## src/rtl/musa_pkg.sv

```systemverilog
// Shared definitions for the MUSA fetch path.
//   - op encodings presented by the control unit on the sequencer's op port
//   - fetch sequencer state enum
//   - default address width
package musa_pkg;

    localparam int MUSA_ADDR_W = 18;

    localparam logic [2:0] FS_NEXT        = 3'd0;
    localparam logic [2:0] FS_JUMP_IMM    = 3'd1;
    localparam logic [2:0] FS_JUMP_REG    = 3'd2;
    localparam logic [2:0] FS_BRANCH_FLAG = 3'd3;
    localparam logic [2:0] FS_CALL        = 3'd4;
    localparam logic [2:0] FS_RETURN      = 3'd5;
    // Suffixed so it does not collide with the FS_HALT state literal below.
    localparam logic [2:0] FS_HALT_OP     = 3'd6;

    typedef enum logic [1:0] {
        FS_RUN   = 2'd0,
        FS_HALT  = 2'd1,
        FS_FAULT = 2'd2
    } fs_state_e;

endpackage

```

## src/rtl/musa_ras.sv

```systemverilog
// Return-address stack: LIFO of DEPTH entries, W bits wide.
// Ports:
//   clk, rst_n        clock, async active-low reset (clears count only)
//   push, push_data   write push_data above the current top
//   pop               discard the current top
//   top               entry at count-1 (don't-care when empty)
//   count             number of valid entries
//   full, empty       count == DEPTH / count == 0
// Caller guarantees push only when !full, pop only when !empty, never both.
module musa_ras #(
    parameter int DEPTH = 8,
    parameter int W     = 18
) (
    input  logic                         clk,
    input  logic                         rst_n,
    input  logic                         push,
    input  logic                         pop,
    input  logic [W-1:0]                 push_data,
    output logic [W-1:0]                 top,
    output logic [$clog2(DEPTH+1)-1:0]   count,
    output logic                         full,
    output logic                         empty
);
    localparam int CW    = $clog2(DEPTH + 1);
    localparam int IDX_W = $clog2(DEPTH);

    logic [W-1:0]  mem [DEPTH];
    logic [CW-1:0] top_ptr;

    assign top_ptr = count - 1'b1;
    assign top     = mem[top_ptr[IDX_W-1:0]];
    assign full    = (count == CW'(DEPTH));
    assign empty   = (count == '0);

    // Storage is intentionally not reset; only the pointer is.
    always_ff @(posedge clk) begin
        if (push) begin
            mem[count[IDX_W-1:0]] <= push_data;
        end
    end

    always_ff @(posedge clk or negedge rst_n) begin
        if (!rst_n) begin
            count <= '0;
        end else if (push) begin
            count <= count + 1'b1;
        end else if (pop) begin
            count <= count - 1'b1;
        end
    end

endmodule

```

## src/rtl/musa_fetch_sequencer.sv

```systemverilog
// Next-PC sequencer for the MUSA core: PC register, incrementer, branch
// selector and return-address stack with halt and stack-fault detection.
// Ports:
//   clk, rst_n         clock, async active-low reset
//   advance, op        execute op this cycle (op encodings in musa_pkg)
//   imm_addr           target for JUMP_IMM, BRANCH_FLAG, CALL
//   reg_addr           target for JUMP_REG
//   flag               branch condition for BRANCH_FLAG
//   pc                 registered PC, drives instruction memory address
//   ras_count          valid return-stack entries
//   halted             state is HALT
//   fault_ovf/unf      sticky stack overflow / underflow
//
// state    | meaning
// FS_RUN   | executing ops when advance=1
// FS_HALT  | HALT op executed; terminal until reset
// FS_FAULT | stack overflow/underflow; terminal until reset
module musa_fetch_sequencer
    import musa_pkg::*;
#(
    parameter int              ADDR_W    = MUSA_ADDR_W,
    parameter int              RAS_DEPTH = 8,
    parameter logic [ADDR_W-1:0] RESET_PC = '0
) (
    input  logic                             clk,
    input  logic                             rst_n,
    input  logic                             advance,
    input  logic [2:0]                       op,
    input  logic [ADDR_W-1:0]                imm_addr,
    input  logic [ADDR_W-1:0]                reg_addr,
    input  logic                             flag,
    output logic [ADDR_W-1:0]                pc,
    output logic [$clog2(RAS_DEPTH+1)-1:0]   ras_count,
    output logic                             halted,
    output logic                             fault_ovf,
    output logic                             fault_unf
);
    fs_state_e         state;
    logic [ADDR_W-1:0] pc_inc;
    logic [ADDR_W-1:0] ras_top;
    logic              ras_full;
    logic              ras_empty;
    logic              ras_push;
    logic              ras_pop;
    logic              run_op;

    // Wraps modulo 2^ADDR_W by width; also the pushed return address.
    assign pc_inc = pc + 1'b1;
    assign run_op = (state == FS_RUN) && advance;

    always_comb begin
        ras_push = 1'b0;
        ras_pop  = 1'b0;
        if (run_op) begin
            ras_push = (op == FS_CALL)   && !ras_full;
            ras_pop  = (op == FS_RETURN) && !ras_empty;
        end
    end

    musa_ras #(
        .DEPTH (RAS_DEPTH),
        .W     (ADDR_W)
    ) u_ras (
        .clk       (clk),
        .rst_n     (rst_n),
        .push      (ras_push),
        .pop       (ras_pop),
        .push_data (pc_inc),
        .top       (ras_top),
        .count     (ras_count),
        .full      (ras_full),
        .empty     (ras_empty)
    );

    always_ff @(posedge clk or negedge rst_n) begin
        if (!rst_n) begin
            state     <= FS_RUN;
            pc        <= RESET_PC;
            halted    <= 1'b0;
            fault_ovf <= 1'b0;
            fault_unf <= 1'b0;
        end else if (run_op) begin
            case (op)
                FS_JUMP_IMM:    pc <= imm_addr;
                FS_JUMP_REG:    pc <= reg_addr;
                FS_BRANCH_FLAG: pc <= flag ? imm_addr : pc_inc;
                FS_CALL: begin
                    if (ras_full) begin
                        fault_ovf <= 1'b1;
                        state     <= FS_FAULT;
                    end else begin
                        pc <= imm_addr;
                    end
                end
                FS_RETURN: begin
                    if (ras_empty) begin
                        fault_unf <= 1'b1;
                        state     <= FS_FAULT;
                    end else begin
                        pc <= ras_top;
                    end
                end
                FS_HALT_OP: begin
                    halted <= 1'b1;
                    state  <= FS_HALT;
                end
                // NEXT and the reserved encoding
                default:        pc <= pc_inc;
            endcase
        end
    end

endmodule
```

## config.mk

```make
export PLATFORM = sky130hd
export DESIGN_NAME = musa_fetch_sequencer
export DESIGN_NICKNAME = d
export VERILOG_FILES = /design/src/rtl/musa_pkg.sv /design/src/rtl/musa_ras.sv /design/src/rtl/musa_fetch_sequencer.sv
export SDC_FILE = /design/constraint.sdc
export NUM_CORES = 1
export LEC_CHECK = 0
export ABC_AREA = 1
export BUFFER_PORTS_ARGS = -buffer_cell sky130_fd_sc_hd__buf_4
export CAP_MARGIN = 20
export CORE_UTILIZATION = 64
export DETAILED_ROUTE_END_ITERATION = 6
export GPL_TIMING_DRIVEN = 0
export MAX_ROUTING_LAYER = met4
export PLACE_DENSITY = 0.95
export REMOVE_ABC_BUFFERS = 1
export SYNTH_ARGS = -nofsm -noshare
export SYNTH_HDL_FRONTEND = slang
export SYNTH_SLANG_ARGS = --single-unit
```

## constraint.sdc

```tcl
create_clock -name clk -period 5.6 [get_ports clk]
set_clock_uncertainty 0.2 [all_clocks]
set_input_delay 0.28 -clock clk [delete_from_list [all_inputs] [get_ports clk]]
set_output_delay 0.28 -clock clk [all_outputs]
set_load 0.01 [all_outputs]
```

== Yosys cells after proc, flatten, opt, wreduce, memory -nomap -nowiden ==
Memories as Yosys holds them, arrays and structs flattened.
Cells that the tools add are included.
Word-level totals
  bits in registers: 27
  RAM bits: 144
  input bits: 43
  output and inout bits: 25
  logic and storage cells: 49
  memories kept: 1
Cells by class
  $add $sub $neg: 3
  equality and inequality tests: 11
  multiplexer cells: 13
  bitwise gates (word level): 1
  reductions and logical operators: 14
Memory list
  u_ras.mem: depth 8, bits a word 18, read ports 1, clocked after memory_dff 0, wr ports 1, line musa_ras.sv:27  | logic [W-1:0] mem [DEPTH];
Operators by type and width (count)
  $pmux W18 S6: 1
  $mux W18: 3
  $add A18 B1 Y18 const B: 1
  $eq A3 B3 Y1 const B: 3
  $mux W4: 2
  $ne A2 B2 Y1 const B: 4
  $reduce_and A4 Y1: 2
  $eq A3 B2 Y1 const B: 2
  $pmux W2 S3: 1
  $reduce_and A3 Y1: 2
  $add A4 B1 Y4 const B: 1
  $eq A4 B4 Y1 const B: 1
  $logic_not A4 Y1: 1
  $mux W1: 4
  $mux W2: 2
  $sub A4 B1 Y4 const B: 1
  $eq A3 B1 Y1 const B: 1
  $logic_and A1 B1 Y1: 3
  $reduce_bool A3 Y1: 1
  $logic_not A1 Y1: 2
  $logic_not A2 Y1: 1
  $reduce_and A2 Y1: 1
  $reduce_bool A2 Y1: 1
  $not A1 Y1: 1

== Depth between registers and ports, before layout ==
Gate-level depths: netlist (run 1).
  depth after elaboration: 6
  mapped depth: 14
  gate-level depth less buffers: 11

== Cells and area by module ==
A second synthesis (run 1) with hierarchy kept.
Second synthesis, totals
  cells, all modules: 1009
  area, all modules: 8679.6 um2
By module, submodules not included
  musa_ras: instances 1, cells an instance 676, area an instance 6661.4 um2, sequential area each 4424.2 um2
  musa_fetch_sequencer: instances 1, cells an instance 333, area an instance 2018.2 um2, sequential area each 575.6 um2

== Least setup slack after synthesis (run 1) ==
Ideal clock, no wire load.
  path kind: register to register
  from: register u_ras.count[0]
  to: memory u_ras.mem[3][0], enable pin
  setup time: 0.416 ns
  arrival time: 2.952 ns
  slack: 2.032 ns
  cell stages (with the launch flop): 10
  path buffers: 2
  clock period less this slack: 3.568 ns
  path through: dfrtp_1 -> inv_1 -> buf_2 -> buf_1 -> ha_1 -> nand3_1 -> nand2_1 -> nor2_2 -> nand2_1 -> nor3_1
On the way
  cells in the longest elaborated chain, start to end: 6
Ends and longest elaborated chain
  start: declaration: line musa_ras.sv:20  | output logic [$clog2(DEPTH+1)-1:0] count,
  start signal: assignment: line musa_ras.sv:46  | count <= count + 1'b1;
  start signal: assignment: line musa_ras.sv:48  | count <= count - 1'b1;
  $eq A4 B4 Y1: line musa_ras.sv:32  | assign full = (count == CW'(DEPTH));
  $logic_not A1 Y1: line musa_fetch_sequencer.sv:55  | ras_push = (op == FS_CALL) && !ras_full;
  $logic_and A1 B1 Y1: line musa_fetch_sequencer.sv:55
  $mux W1: line musa_fetch_sequencer.sv:54  | if (run_op) begin
  $mux W1: line musa_ras.sv:37  | if (push) begin
  $mux W1 (not written as such): line musa_ras.sv:38  | mem[count[IDX_W-1:0]] <= push_data;
  end: declaration: line musa_ras.sv:27
Several ways; a longest one is shown, not always the timed one.

== Final worst setup path (run 1) ==
Ends and elaborated chain as after synthesis.

==> results.md, run 1 <==
Place:
- The weighted congestion at the end of routability-driven global placement is 0.874.
- After legalization and detailed placement, the total HPWL measured 13.0 mm.
- After detailed placement, the design holds a cell count of 976.
- The count of buffers added on input and output ports is 67.

Floorplan:
- The starting density of the core is 65.5%.
- The total area inside the core boundary comes to 12,000 um^2.
- In this run the horizontal extent of the chip is 113 um.
- The floorplan step defined a die boundary enclosing 12,700 um^2.
- The number of rows created at floorplan is 40.
- The die is 113 um tall.
- The I/O pin count is 68.

Timing:
- The worst hold slack is 0.00576 ns.
- The slew at the pin closest to its max-slew limit is 1.15 ns.
- The number of endpoints with negative hold slack in the final report was 0.
- The peak clock frequency supported by timing is 223 MHz.
- After layout, the minimum clock period comes to 4.48 ns.
- The count of final max-slew check failures is 0.
- Dividing the final minimum period by the clock period gives 80.0%.
- The relative max-transition margin is 23.2%.
- Setup violations remaining at the end of the flow were counted as 0.
- Setup repair after global routing left no endpoint under its margin.
- The final-layout setup total negative slack is 0 ns.

Final layout:
- The final core utilization is 76.8%.
- The final standard cell count with taps included and fillers excluded is 1,014.
- Relative to the synthesized area, the layout overhead comes to 17.2%.
- At the end of the flow, the number of nets in the layout was 900.
- The number of fill cells in the layout is 706.
- In the final layout, the share of cells above drive strength 1 is 16.0%.
- The number of antenna diodes in the final layout is 0.

Drt:
- The detailed-routed wire length on met2 is 10.5 mm.
- The final routed wire length divided by cell count is 21.2 um.
- In the routed design, unresolved DRC markers number 3.
- The detail route stage leaves a number of antenna-violating nets equal to 0.
- In the final routing, the length of wire on met1 measures 7.75 mm.
- Using the TritonRoute via totals, the vias-per-cell ratio works out to 6.33.
- The iteration count of the initial detailed-routing pass is 7.
- The first routing iteration left 820 violations.
- The detailed router used layers up to and including met4.
- The routed layout has 6,421 vias.
- The total detailed-routing wirelength is 21.5 mm.
- In the detailed route, the total length drawn on met3 is 2.45 mm.

Clock tree:
- The longest clock path from root to sink contains 2 buffers.
- Once the clock tree was built, the setup fixing pass inserted 0 buffers.
- The clock latency reported for the late side of the worst-skew pair is 0.44 ns.
- The H-tree generated during clock tree synthesis spans 4 levels.
- The number of buffers inserted during clock tree synthesis is 17.
- The root buffer cell is sky130_fd_sc_hd__clkbuf_16.
- The number of gates resized after cts is 0.
- TritonCTS built the clock tree.
- The clock-pin slew on the worst setup and hold paths is 0.06 ns.
- The clock net in this run drives a total of 171 sinks.

Critical path:
- In this run the critical register-to-register path is captured at u_ras.mem[3][0].
- The category of the most critical setup path is register to register.
- Counting cells, the worst reg-to-reg path comes to 9.
- The first element of the critical path is u_ras.count[0].
- The largest fanout on the critical path is 85.
- The last element of the critical path is u_ras.mem[3][0].
- The worst endpoint data arrival time is 4.42 ns.
- The launch point of the worst reg-to-reg path is u_ras.count[0].
- The worst setup path is captured at a register.
- The worst setup path is launched from a register.
- Data on the critical path is required at its endpoint by 5.54 ns.
- The worst register-to-register path has a setup slack of 1.12 ns.

Logic synthesis:
- After synthesis, the most frequently instantiated cells are sky130_fd_sc_hd__nor2_1, sky130_fd_sc_hd__edfxtp_1, sky130_fd_sc_hd__nand2_1, sky130_fd_sc_hd__nand3_1, sky130_fd_sc_hd__inv_1.
- The combinational family with the most area after synthesis is simple AND/OR/NAND/NOR gates.
- The top flip-flop cell by instance count after synthesis is sky130_fd_sc_hd__edfxtp_1.
- The proportion of synthesized area in mux cells is 0%.
- The XOR/XNOR share of the synthesized area is 1.65%.
- In the post-synthesis netlist, the cell with the most instances is sky130_fd_sc_hd__nor2_1.
- For this run, the number of Yosys warnings is 0.
- The arithmetic-cell share of the synthesized area counting full adders, half adders and majority gates is 0.479%.
- After Yosys synthesis, and, or, nand and nor cells account for 19.8% of the synthesized area.
- The cell area after synthesis is 7830 um^2.
- After synthesis, the cell types taking the most area are sky130_fd_sc_hd__edfxtp_1, sky130_fd_sc_hd__dfrtp_1, sky130_fd_sc_hd__nor2_1, sky130_fd_sc_hd__nand2_1, sky130_fd_sc_hd__nand3_1.
- The average footprint of a synthesized cell is 10.0 um^2.
- The library cell occupying the most area in the post-synthesis netlist is sky130_fd_sc_hd__edfxtp_1.
- In the synthesized netlist the async set-or-reset flop fraction comes to 15.8%.
- After synthesis the netlist holds a flip-flop and latch count of 171.
- In this run, synthesis inferred 144 flip-flops with an integrated enable.
- The count of different cell masters after synthesis is 39.
- After synthesis, the largest area contributor takes up 55.2% of total cell area.
- The share of the Yosys chip area taken by registers is 63.8%.
- The compound-cell area share of the yosys netlist is 8.88%.
- The gate count after technology mapping is 781.

Pwr:
- The total net switching power is 507 uW.
- Summed over all cells, the static leakage comes to 0.00356 uW.
- The share of total power dissipated in the clock network is 43.4%.
- The switching power share of the total is 20.0%.
- The sequential cell fraction of total power is 53.8%.
- VDD sags by at most 0.225 mV.
- For this design the ratio of total power to cell area is 276 nW/um^2.
- Of the total power, combinational logic draws 2.8%.
- The internal power summed over all cells is 2030 uW.

Global route:
- The first global-routing pass estimated 32.9 mm of wire.
- Global routing finished with a remaining overflow of 0.
- The via count of the first global-routing pass is 6,307.
- The pin count of the biggest net entering global routing is 86.
- The number of antenna violations at the first check in global routing is 0.
- In the global route stage, overall resource usage came out at 36.9%.

Min path:
- The tightest min-delay check is of the input pin to register type.

Outcome:
- The run finished, with violations left.
- The checks that failed: design-rule violations.

Job:
- The number of violations of the max-capacitance limit is 0.
-- worst max-delay path: stages, from the launching register on --
cell and delay (ns):
sky130_fd_sc_hd__dfrtp_4 1.02, sky130_fd_sc_hd__inv_2 0.46, sky130_fd_sc_hd__buf_12 0.32, sky130_fd_sc_hd__ha_2 0.26, sky130_fd_sc_hd__nand3_1 0.14, sky130_fd_sc_hd__nand2_1 0.09, sky130_fd_sc_hd__nor2_2 0.21, sky130_fd_sc_hd__nand2_1 0.22
sky130_fd_sc_hd__nor3_2 0.94, sky130_fd_sc_hd__buf_8 0.25
-- power by group through the flow --
stage	clock network [uW]	logic [uW]	registers, uW
after floorplan	0	25.0	1390
after global placement	0	63.6	1390
after detailed placement	0	66.4	1390
after CTS	1090	70.0	1360
after global routing	1150	76.2	1360
final	1100	71.1	1360
-- state kept, by name (all words and copies together), names as in the netlist --
signal and flops:
fault_ovf 1, fault_unf 1, halted 1, pc 18
state 2, u_ras.count 4, u_ras.mem 144
-- kinds of logic after synthesis --
family / after synthesis
compound gates: 116
xor+xnor: 13
simple gates: 375
flops: 171
buf+inv: 103
fa+ha+maj: 3
-- layout make-up --
| cell class | count | area, um^2 | area share [%] |
|---|---|---|---|
| clock buffer | 24 | 472 | 5.14 |
| clock inverter | 8 | 71.3 | 0.777 |
| inverter | 71 | 269 | 2.93 |
| multi-input combinational | 507 | 2440 | 26.6 |
| sequential | 171 | 5000 | 54.5 |
| tap | 147 | 184 | 2.00 |
| timing repair buffer | 86 | 738 | 8.04 |
-- timing repair --
action,in CTS,in global routing
setup endpoints to repair,0,0
endpoints found under the hold margin,29,0
hold buffers,5,0
-- placed cells by master, fill, tap and decap left out, types with 3 or more instances in the layout --
cell | netlist | layout
sky130_fd_sc_hd__nor2_1 | 154 | 149
sky130_fd_sc_hd__edfxtp_1 | 144 | 144
sky130_fd_sc_hd__nand2_1 | 135 | 135
sky130_fd_sc_hd__buf_4 | 2 | 68
sky130_fd_sc_hd__nand3_1 | 64 | 64
sky130_fd_sc_hd__inv_1 | 62 | 61
sky130_fd_sc_hd__o21ai_0 | 54 | 54
sky130_fd_sc_hd__dfrtp_1 | 27 | 26
sky130_fd_sc_hd__o211ai_1 | 25 | 25
sky130_fd_sc_hd__clkbuf_16 | 0 | 17
sky130_fd_sc_hd__a22oi_1 | 16 | 16
sky130_fd_sc_hd__o21ai_1 | 11 | 11
sky130_fd_sc_hd__xor2_1 | 10 | 10
sky130_fd_sc_hd__inv_2 | 7 | 8
sky130_fd_sc_hd__nor2_2 | 2 | 7
sky130_fd_sc_hd__buf_8 | 0 | 6
sky130_fd_sc_hd__buf_6 | 1 | 6
sky130_fd_sc_hd__nand4_1 | 5 | 5
sky130_fd_sc_hd__nor3_2 | 1 | 5
sky130_fd_sc_hd__a21oi_1 | 5 | 5
sky130_fd_sc_hd__clkinv_2 | 0 | 5
sky130_fd_sc_hd__clkbuf_1 | 12 | 5
sky130_fd_sc_hd__dlygate4sd3_1 | 0 | 5
sky130_fd_sc_hd__or2_2 | 3 | 3
sky130_fd_sc_hd__or2_1 | 3 | 3
-- routing by layer --
metal  vias to the layer above  global-route usage, %
li1                       2799                      -
met1                      3015                   44.7
met4                         0                   19.1
met3                        95                   9.45
met5                         -                      -
met2                       512                   57.6
-- through the flow --
step	setup WS, ns	total power (uW)	instance area (um^2)
finish	1.12	2530	9180
floorplan	-0.126	1410	7680
global route	0.903	2590	9180
CTS	1.18	2520	9170
detailed placement	1.25	1460	8580
global placement	-3.32	1450	8370
-- worst min-delay path by stage --
| stage | cells after the start | start | slack, ns | to |
|---|---|---|---|---|
| finish | 5 | imm_addr[2] | 0.006 | pc[2] |
| global route | 5 | imm_addr[11] | 0.04 | pc[11] |
| CTS | 5 | imm_addr[2] | 0.004 | pc[2] |
| detailed placement | 1 | rst_n | 0.04 | pc[7] |
| global placement | 1 | rst_n | 0.03 | pc[7] |
| floorplan | 0 | rst_n | -0.22 | fault_ovf |
(Power assumes the default switching activity.)
==> run 2: changes to the inputs <==
ABC_AREA = 0   (was 1)
CORE_UTILIZATION = 54   (was 64)
PLACE_DENSITY = 0.86   (was 0.95)
clock period = 3.8 ns   (was 5.6 ns; I/O delays follow)
==> results.md, run 2 <==
Floorplan:
- After floorplanning, the core was sized to cover 13,500 um^2.
- In this run the horizontal extent of the chip is 120 um.
- The die covers 14,500 um^2.
- The initialized floorplan defines 42 standard-cell rows.
- From bottom edge to top edge, the die measures 120 um.
- The starting density of the core is 56.3%.
- Pin placement for this block handled 68 I/O pins.

Logic synthesis:
- The cell area after synthesis is 7570 um^2.
- In the synthesized netlist, the number of instances is 488.
- The most common cell in the synthesized netlist is sky130_fd_sc_hd__edfxtp_1.
- Synthesis inferred 171 register bits.
- Ranked by total cell area, the synthesized netlist is headed by sky130_fd_sc_hd__edfxtp_1, sky130_fd_sc_hd__dfrtp_1, sky130_fd_sc_hd__mux4_2, sky130_fd_sc_hd__mux2i_1, sky130_fd_sc_hd__xnor2_1.
- The share of Yosys cell area claimed by the top area cell type is 57.1%.
- The count of different cell masters after synthesis is 60.
- The proportion of synthesized flip-flops having asynchronous set or reset is 15.8%.
- The library cell occupying the most area in the post-synthesis netlist is sky130_fd_sc_hd__edfxtp_1.
- The most used flip-flop cell after synthesis is sky130_fd_sc_hd__edfxtp_1.
- A synthesized cell averages 15.5 um^2.
- Sequential cells were found to cover 66.1% of the synthesized design area.
- In the synthesized netlist, the cells that appear most often are sky130_fd_sc_hd__edfxtp_1, sky130_fd_sc_hd__nor2_1, sky130_fd_sc_hd__mux4_2, sky130_fd_sc_hd__dfrtp_1, sky130_fd_sc_hd__nand2_1.
- In this run, synthesis inferred 144 flip-flops with an integrated enable.
- The number of warnings reported in the yosys synthesis log is 0.

Clock tree:
- The H-tree was split into 4 levels.
- Counting the buffers created by CTS gives 17.
- The clock-pin slew on the worst setup and hold paths is 0.06 ns.
- The clock reaches the later pin of the worst-skew pair after 0.43 ns.
- Counting along the longest clock path gives a buffer depth of 2.
- TritonCTS built the clock tree.
- For this design, the sink count on the clock tree is 171.
- The root buffer cell is sky130_fd_sc_hd__clkbuf_16.

Final layout:
- The repair_antennas step left the layout with diodes totalling 0.
- The area added between synthesis and finish is 24.2%.
- In the layout the commonest cells are sky130_fd_sc_hd__edfxtp_1, sky130_fd_sc_hd__buf_4, sky130_fd_sc_hd__dlygate4sd3_1.
- In the final layout, the share of cells above drive strength 1 is 26.9%.
- Leaving out fill and tap cells, the most frequent cell in the layout is sky130_fd_sc_hd__edfxtp_1.
- The flip-flop count of the largest register after layout is 144.
- The filler cells instantiated in the layout total 858.
- At the end of the flow, the number of nets in the layout was 639.

Critical path:
- The worst setup path is launched from a register.
- The largest fanout on the critical path is 21.
- For flop-to-flop paths, the worst setup slack is 0.13 ns.
- STA classifies the critical path endpoint as a register.
- The critical path is of the register to register type.
- The worst register-to-register path has a depth of 7.
- The worst endpoint required time is 3.73 ns.
- STA puts the critical path data arrival time at 3.61 ns.

Timing:
- The count of final max-slew check failures is 0.
- The setup violation total in the final timing report is 0.
- The worst path in the final design needs a cycle of 3.67 ns, including I/O delays and setup.
- The worst pin sits at a relative slew slack of 30.1%.
- Across all hold checks on the routed design, the worst slack comes to 0.0237 ns.
- The number of endpoints with negative hold slack in the final report is 0.
- The worst path setup slack after routing is 0.126 ns.
- At the pin with the least slew margin, the transition time is 1.05 ns.
- The peak clock frequency supported by timing is 272 MHz.
- The post-route fraction of the period consumed by the critical path is 96.7%.
- Setup repair after global routing could not meet its margin everywhere.

Place:
- Once detailed placement completed, the half-perimeter wirelength came to 12.2 mm.
- The congestion estimate from routability-driven global placement came to 0.867.
- The worst slack after detailed placement is -1.08 ns.
- The number of port buffers is 67.

Pwr:
- Of the total power, the share spent switching nets is 33.8%.
- In this run the static leakage power is 0.00329 uW.
- The clock network is responsible for 24.1% of the overall power.
- The worst voltage drop across the vdd grid is 0.408 mV.
- The share of total power dissipated in combinational logic is 36.5%.
- The total power divided by cell area is 762 nW/um^2.
- The internal portion of the total power is 4740 uW.
- The sequential cell fraction of total power is 39.3%.
- The total net switching power is 2420 uW.

Global route:
- The number of antenna violations at the first check in global routing is 0.
- The total global routing overflow is 0.
- Entering global routing, the biggest net connects 33 pins.
- The via count of the first global-routing pass came to 5,201.
- Across every metal layer, demand over resource in global routing totals 29.1%.
- The first global-routing pass estimated 29.2 mm of wire.

Drt:
- The via count is 5,167.
- The number of remaining DRC errors is 0.
- The count of nets left with antenna violations once routing finished came out at 0.
- The final routed wire length divided by cell count is 24.6 um.
- The count of routing violations after the opening detailed-route iteration is 630.
- The iteration count of the initial detailed-routing pass is 6.
- The post-detailed-route via-to-cell ratio is 6.61.
- The final layout contains routed wiring with a total length of 19.2 mm.

Outcome:
- The flow ran to the end, and the final reports show no timing, DRC or antenna violations.

Min path:
- The worst hold path depth is 4.
- The class of the tightest hold or removal check is input pin to register.

Job:
- The tool flagged a number of max-cap violations equal to 0.
==> run 2: timing repair <==
item                                   in CTS  in global routing
buffers inserted                            2                  0
setup endpoints to repair                 162                 25
pin swaps                                   1                  0
gates resized for setup                     4                  1
hold buffers                               33                  1
endpoints found under the hold margin      45                  1
==> run 2: final timing paths <==
check                                   endpoint           start
min in group asynchronous                 halted           rst_n
worst min register to register         fault_unf       fault_unf
max in group asynchronous         u_ras.count[0]           rst_n
worst min-delay path                       pc[6]     reg_addr[6]
worst max register to register  u_ras.mem[5][10]  u_ras.count[0]
worst max-delay path            u_ras.mem[5][10]  u_ras.count[0]
==> run 2: area by class of cell <==
cell class	count	area [um^2]	share of cell area, %
clock inverters	13	150	1.60
clock buffers	19	433	4.61
multi-input cells	281	2470	26.3
flip-flops and latches	171	5000	53.2
well taps	176	220	2.34
repair buffers	116	1100	11.7
inverters	6	26.3	0.280
==> run 2: kinds of logic (layout without fill, tap and decap cells) <==
family | after synthesis | count (layout) | share of synthesized area (%)
AOI/OAI and AO/OA | 80 | 80 | 8.02
muxes | 54 | 54 | 12.3
adders and majority gates | 3 | 3 | 0.496
DFF | 171 | 171 | 66.1
buffers and inverters | 36 | 154 | 2.23
and+or+nand+nor | 121 | 121 | 8.13
xor gates and xnor gates | 23 | 23 | 2.76
==> run 2: routing by layer <==
metal / part of all wire (%) / vias up / track usage (%)
met5: 0 / - / -
met4: 2.5 / 0 / 11.2
met3: 10 / 50 / 7.08
met2: 50 / 337 / 45.7
met1: 37 / 2603 / 37.1
li1: - / 2177 / -
==> run 2: power groups by stage <==
stage / Combinational, uW / Clock [uW] / Sequential [uW]
floorplan: 1650 / 0 / 2770
global placement: 2340 / 0 / 2820
detailed placement: 2520 / 0 / 2840
CTS: 2590 / 1730 / 2810
global route: 2770 / 1810 / 2850
finish: 2620 / 1730 / 2820
==> run 2: critical path, cell delays in order, from the launching register on <==
cell and delay [ns]:
sky130_fd_sc_hd__dfrtp_2 0.79, sky130_fd_sc_hd__clkinvlp_4 0.26, sky130_fd_sc_hd__ha_2 0.30, sky130_fd_sc_hd__and2b_1 0.26, sky130_fd_sc_hd__a21oi_1 0.34, sky130_fd_sc_hd__nand3_1 0.36
sky130_fd_sc_hd__nor2_2 0.60, sky130_fd_sc_hd__buf_8 0.25
==> run 2: stage by stage <==
stage | util [%] | std cells | power [uW] | setup TNS (ns) | instance area [um^2]
2_1_floorplan | - | 458 | 4420 | -22.31 | 7420
3_3_place_gp | 60.5 | 701 | 5150 | -273.82 | 8150
3_5_place_dp | 62.8 | 714 | 5350 | -104.18 | 8440
4_1_cts | 69.8 | 781 | 7130 | 0 | 9390
5_1_grt | 69.9 | 782 | 7420 | -3.45 | 9400
6_report | 69.9 | 782 | 7160 | 0 | 9400
==> run 3: changes to the inputs <==
RECOVER_POWER = 50   (was not set)
==> results.md, run 3 (synthesis results as in run 2) <==
Drt:
- The remaining number of nets flagged by the antenna check after routing is 0.
- The total detailed-routing wirelength is 19.2 mm.
- The detailed router placed 5,176 vias in this run.
- For this run, the detailed router's first-pass iteration total came to 5.
- For this run, design rule violations remaining after detail routing come to 0.
- The post-detailed-route via-to-cell ratio is 6.62.
- The final routed wire length divided by cell count is 24.6 um.
- The first routing iteration left 598 violations.

Floorplan:
- The number of rows created at floorplan is 42.
- Measured along the x axis, the die boundary spans 120 um.
- The chip height is 120 um.
- The I/O pin count is 68.
- The die covers 14,500 um^2.
- The starting density of the core is 56.3%.
- The core footprint is 13,500 um^2.

Place:
- The number of port buffers is 67.
- The weighted congestion at the end of routability-driven global placement is 0.867.
- The instance count after placement with tap cells included is 714.
- The wire-length estimate of the detail-placed layout is 12.2 mm.
- OpenSTA, run right after detailed placement, puts the worst setup slack at -1.08 ns.

Timing:
- At the pin with the least slew margin, the transition time is 1.62 ns.
- Across all setup checks in the final design, the least slack found is 0.116 ns.
- The post-route fraction of the period consumed by the critical path is 97.0%.
- The number of endpoints with negative hold slack in the final report is 0.
- Setup repair after global routing could not meet its margin everywhere.
- For this run, the top clock speed supported by timing is 271 MHz.
- The count of final max-slew check failures was 28.
- The final-layout setup total negative slack is 0 ns.
- The worst path needs 3.68 ns of the cycle, external delays included.
- Setup violations remaining at the end of the flow were counted as 0.
- The relative max-transition margin is -7.95%.

Min path:
- The worst hold path belongs to the class input pin to register.

Clock tree:
- The root buffer cell is sky130_fd_sc_hd__clkbuf_16.
- The later pin in the worst-skew pair is clocked with a latency of 0.44 ns.
- The number of clock buffers added by TritonCTS is 17.
- Clock tree synthesis found a total of 171 sinks.
- The clock tree synthesis step divided the H-tree into 4 levels.
- The clock passes through at most 2 buffers.
- The clock-pin slew on the worst setup and hold paths is 0.06 ns.
- TritonCTS built the clock tree.

Global route:
- Entering global routing, the biggest net connects 33 pins.
- The total routing usage reported by global routing is 29.1%.
- The via count of the first global-routing pass is 5,201.
- Summed over all layers, the global routing overflow is 0.
- The wire length of the first global-routing pass is 29.2 mm.
- The number of antenna violations at the first check in global routing is 0.

Critical path:
- The number of buffers and inverters on the critical path is 2.
- The cell family with the largest share of critical-path delay is simple AND/OR/NAND/NOR gates.
- The slowest stage of the critical path is the sky130_fd_sc_hd__dfrtp_2 cell.
- The largest single stage delay on the critical path is 0.79 ns.
- Along the worst path, the maximum fanout reaches 21.
- The kind of start point of the critical path is a register.
- The worst endpoint data arrival time is 3.62 ns.
- The worst endpoint required time is 3.74 ns.
- The kind of end point of the critical path is a register.
- By startpoint and endpoint, the worst setup path is classified as register to register.
- Traced cell by cell, the critical path runs through clkinvlp_4, ha_2, and2b_1, a21oi_1, nand3_1, nor2_2, buf_8.

Final layout:
- The library cells used most frequently in the layout, excluding fill and tap cells, are sky130_fd_sc_hd__edfxtp_1, sky130_fd_sc_hd__buf_4, sky130_fd_sc_hd__dlygate4sd3_1.
- The most common cell after layout, fill and taps aside is sky130_fd_sc_hd__edfxtp_1.
- The number of antenna diodes in the final layout is 0.
- The filler cells instantiated in the layout total 875.
- Compared with the post-synthesis result, the final layout area differs by 23.0%.
- The final standard cell count with taps included and fillers excluded is 782.
- The net count of the finished layout is 639.
- The fraction of layout instances using a drive strength above 1 is 22.8%.
- For this run, the share of the core covered by cells in the final layout is 69.2%.
- The flip-flop count of the largest register after layout is 144.

Pwr:
- Combinational cells account for 35.7% of the total power.
- The reported leakage power is 0.00319 uW.
- The sequential cell fraction of total power is 39.8%.
- The share of total power dissipated in the clock network is 24.5%.
- The switching power share of the total is 34.2%.
- IR analysis of the VDD net gives a maximum drop of 0.388 mV.
- The internal power summed over all cells is 4650 uW.
- The total power divided by cell area is 759 nW/um^2.
- The total net switching power is 2420 uW.

Job:
- The number of violations of the max-capacitance limit is 1.

Outcome:
- The final reports fail on max-capacitance violations, max-slew violations.
- The run finished, with violations left.
## run 3: changes by cell type in the layout (fill, tap and decap cells not counted)
cell and change:
sky130_fd_sc_hd__buf_4 -25, sky130_fd_sc_hd__clkbuf_1 +25
## run 3: area by class of cell
cell class	instances	area, um^2	share of cell area, %
Timing Repair Buffer	116	1000	10.8
Sequential cell	171	5000	53.7
Clock buffer	19	433	4.65
Inverter	6	26.3	0.282
Multi-Input combinational cell	281	2470	26.6
Clock inverter	13	150	1.61
Tap cell	176	220	2.37
## run 3: worst min-delay path, delay by kind of cell
| kind | cells | cell delay, ns |
|---|---|---|
| AOI/OAI and AO/OA | 3 | 0.35 |
| buffers and inverters | 1 | 0.08 |
## run 3: per-stage QoR
stage / hold WS (ns) / area, um^2 / total power [uW]
final: 0.0222 / 9310 / 7060
after global routing: 0.0119 / 9310 / 7330
after CTS: 0.00294 / 9390 / 7130
after detailed placement: -0.0633 / 8440 / 5350
after global placement: -0.0628 / 8150 / 5150
after floorplan: -0.306 / 7420 / 4420
## run 3: metal layers
layer  wire (um)  part of all wire [%]  vias to the layer above  GRT usage [%]
met5           0                     0                        -              -
met4         427                   2.2                        0           11.2
met3        1880                   9.8                       40           7.08
met2        9540                    50                      327           45.7
met1        7380                    38                     2633           37.1
li1            -                     -                     2176              -
## run 3: repair_timing
action | in CTS | in global routing
buffers inserted | 2 | 0
pin swaps | 1 | 0
gates resized for setup | 4 | 1
hold buffers | 33 | 1
endpoints found under the hold margin | 45 | 1
endpoints found under the setup margin | 162 | 25
## run 3: power groups by stage
stage          clock, uW  combinational (uW)  sequential, uW
5_1_grt             1810                2680            2850
6_report            1730                2520            2810
4_1_cts             1730                2590            2810
3_5_place_dp           0                2520            2840
3_3_place_gp           0                2340            2820
2_1_floorplan          0                1650            2770
## run 3: path summary, 6_finish.rpt
path	start	endpoint	slack, ns	depth (start not counted)
max	u_ras.count[0]	u_ras.mem[3][2]	0.12	7
min	reg_addr[6]	pc[6]	0.02	4
max reg2reg	u_ras.count[0]	u_ras.mem[3][2]	0.12	7
min reg2reg	fault_unf	fault_unf	0.28	1
max in group asynchronous	rst_n	u_ras.count[0]	1.83	2
min in group asynchronous	rst_n	pc[16]	0.51	2
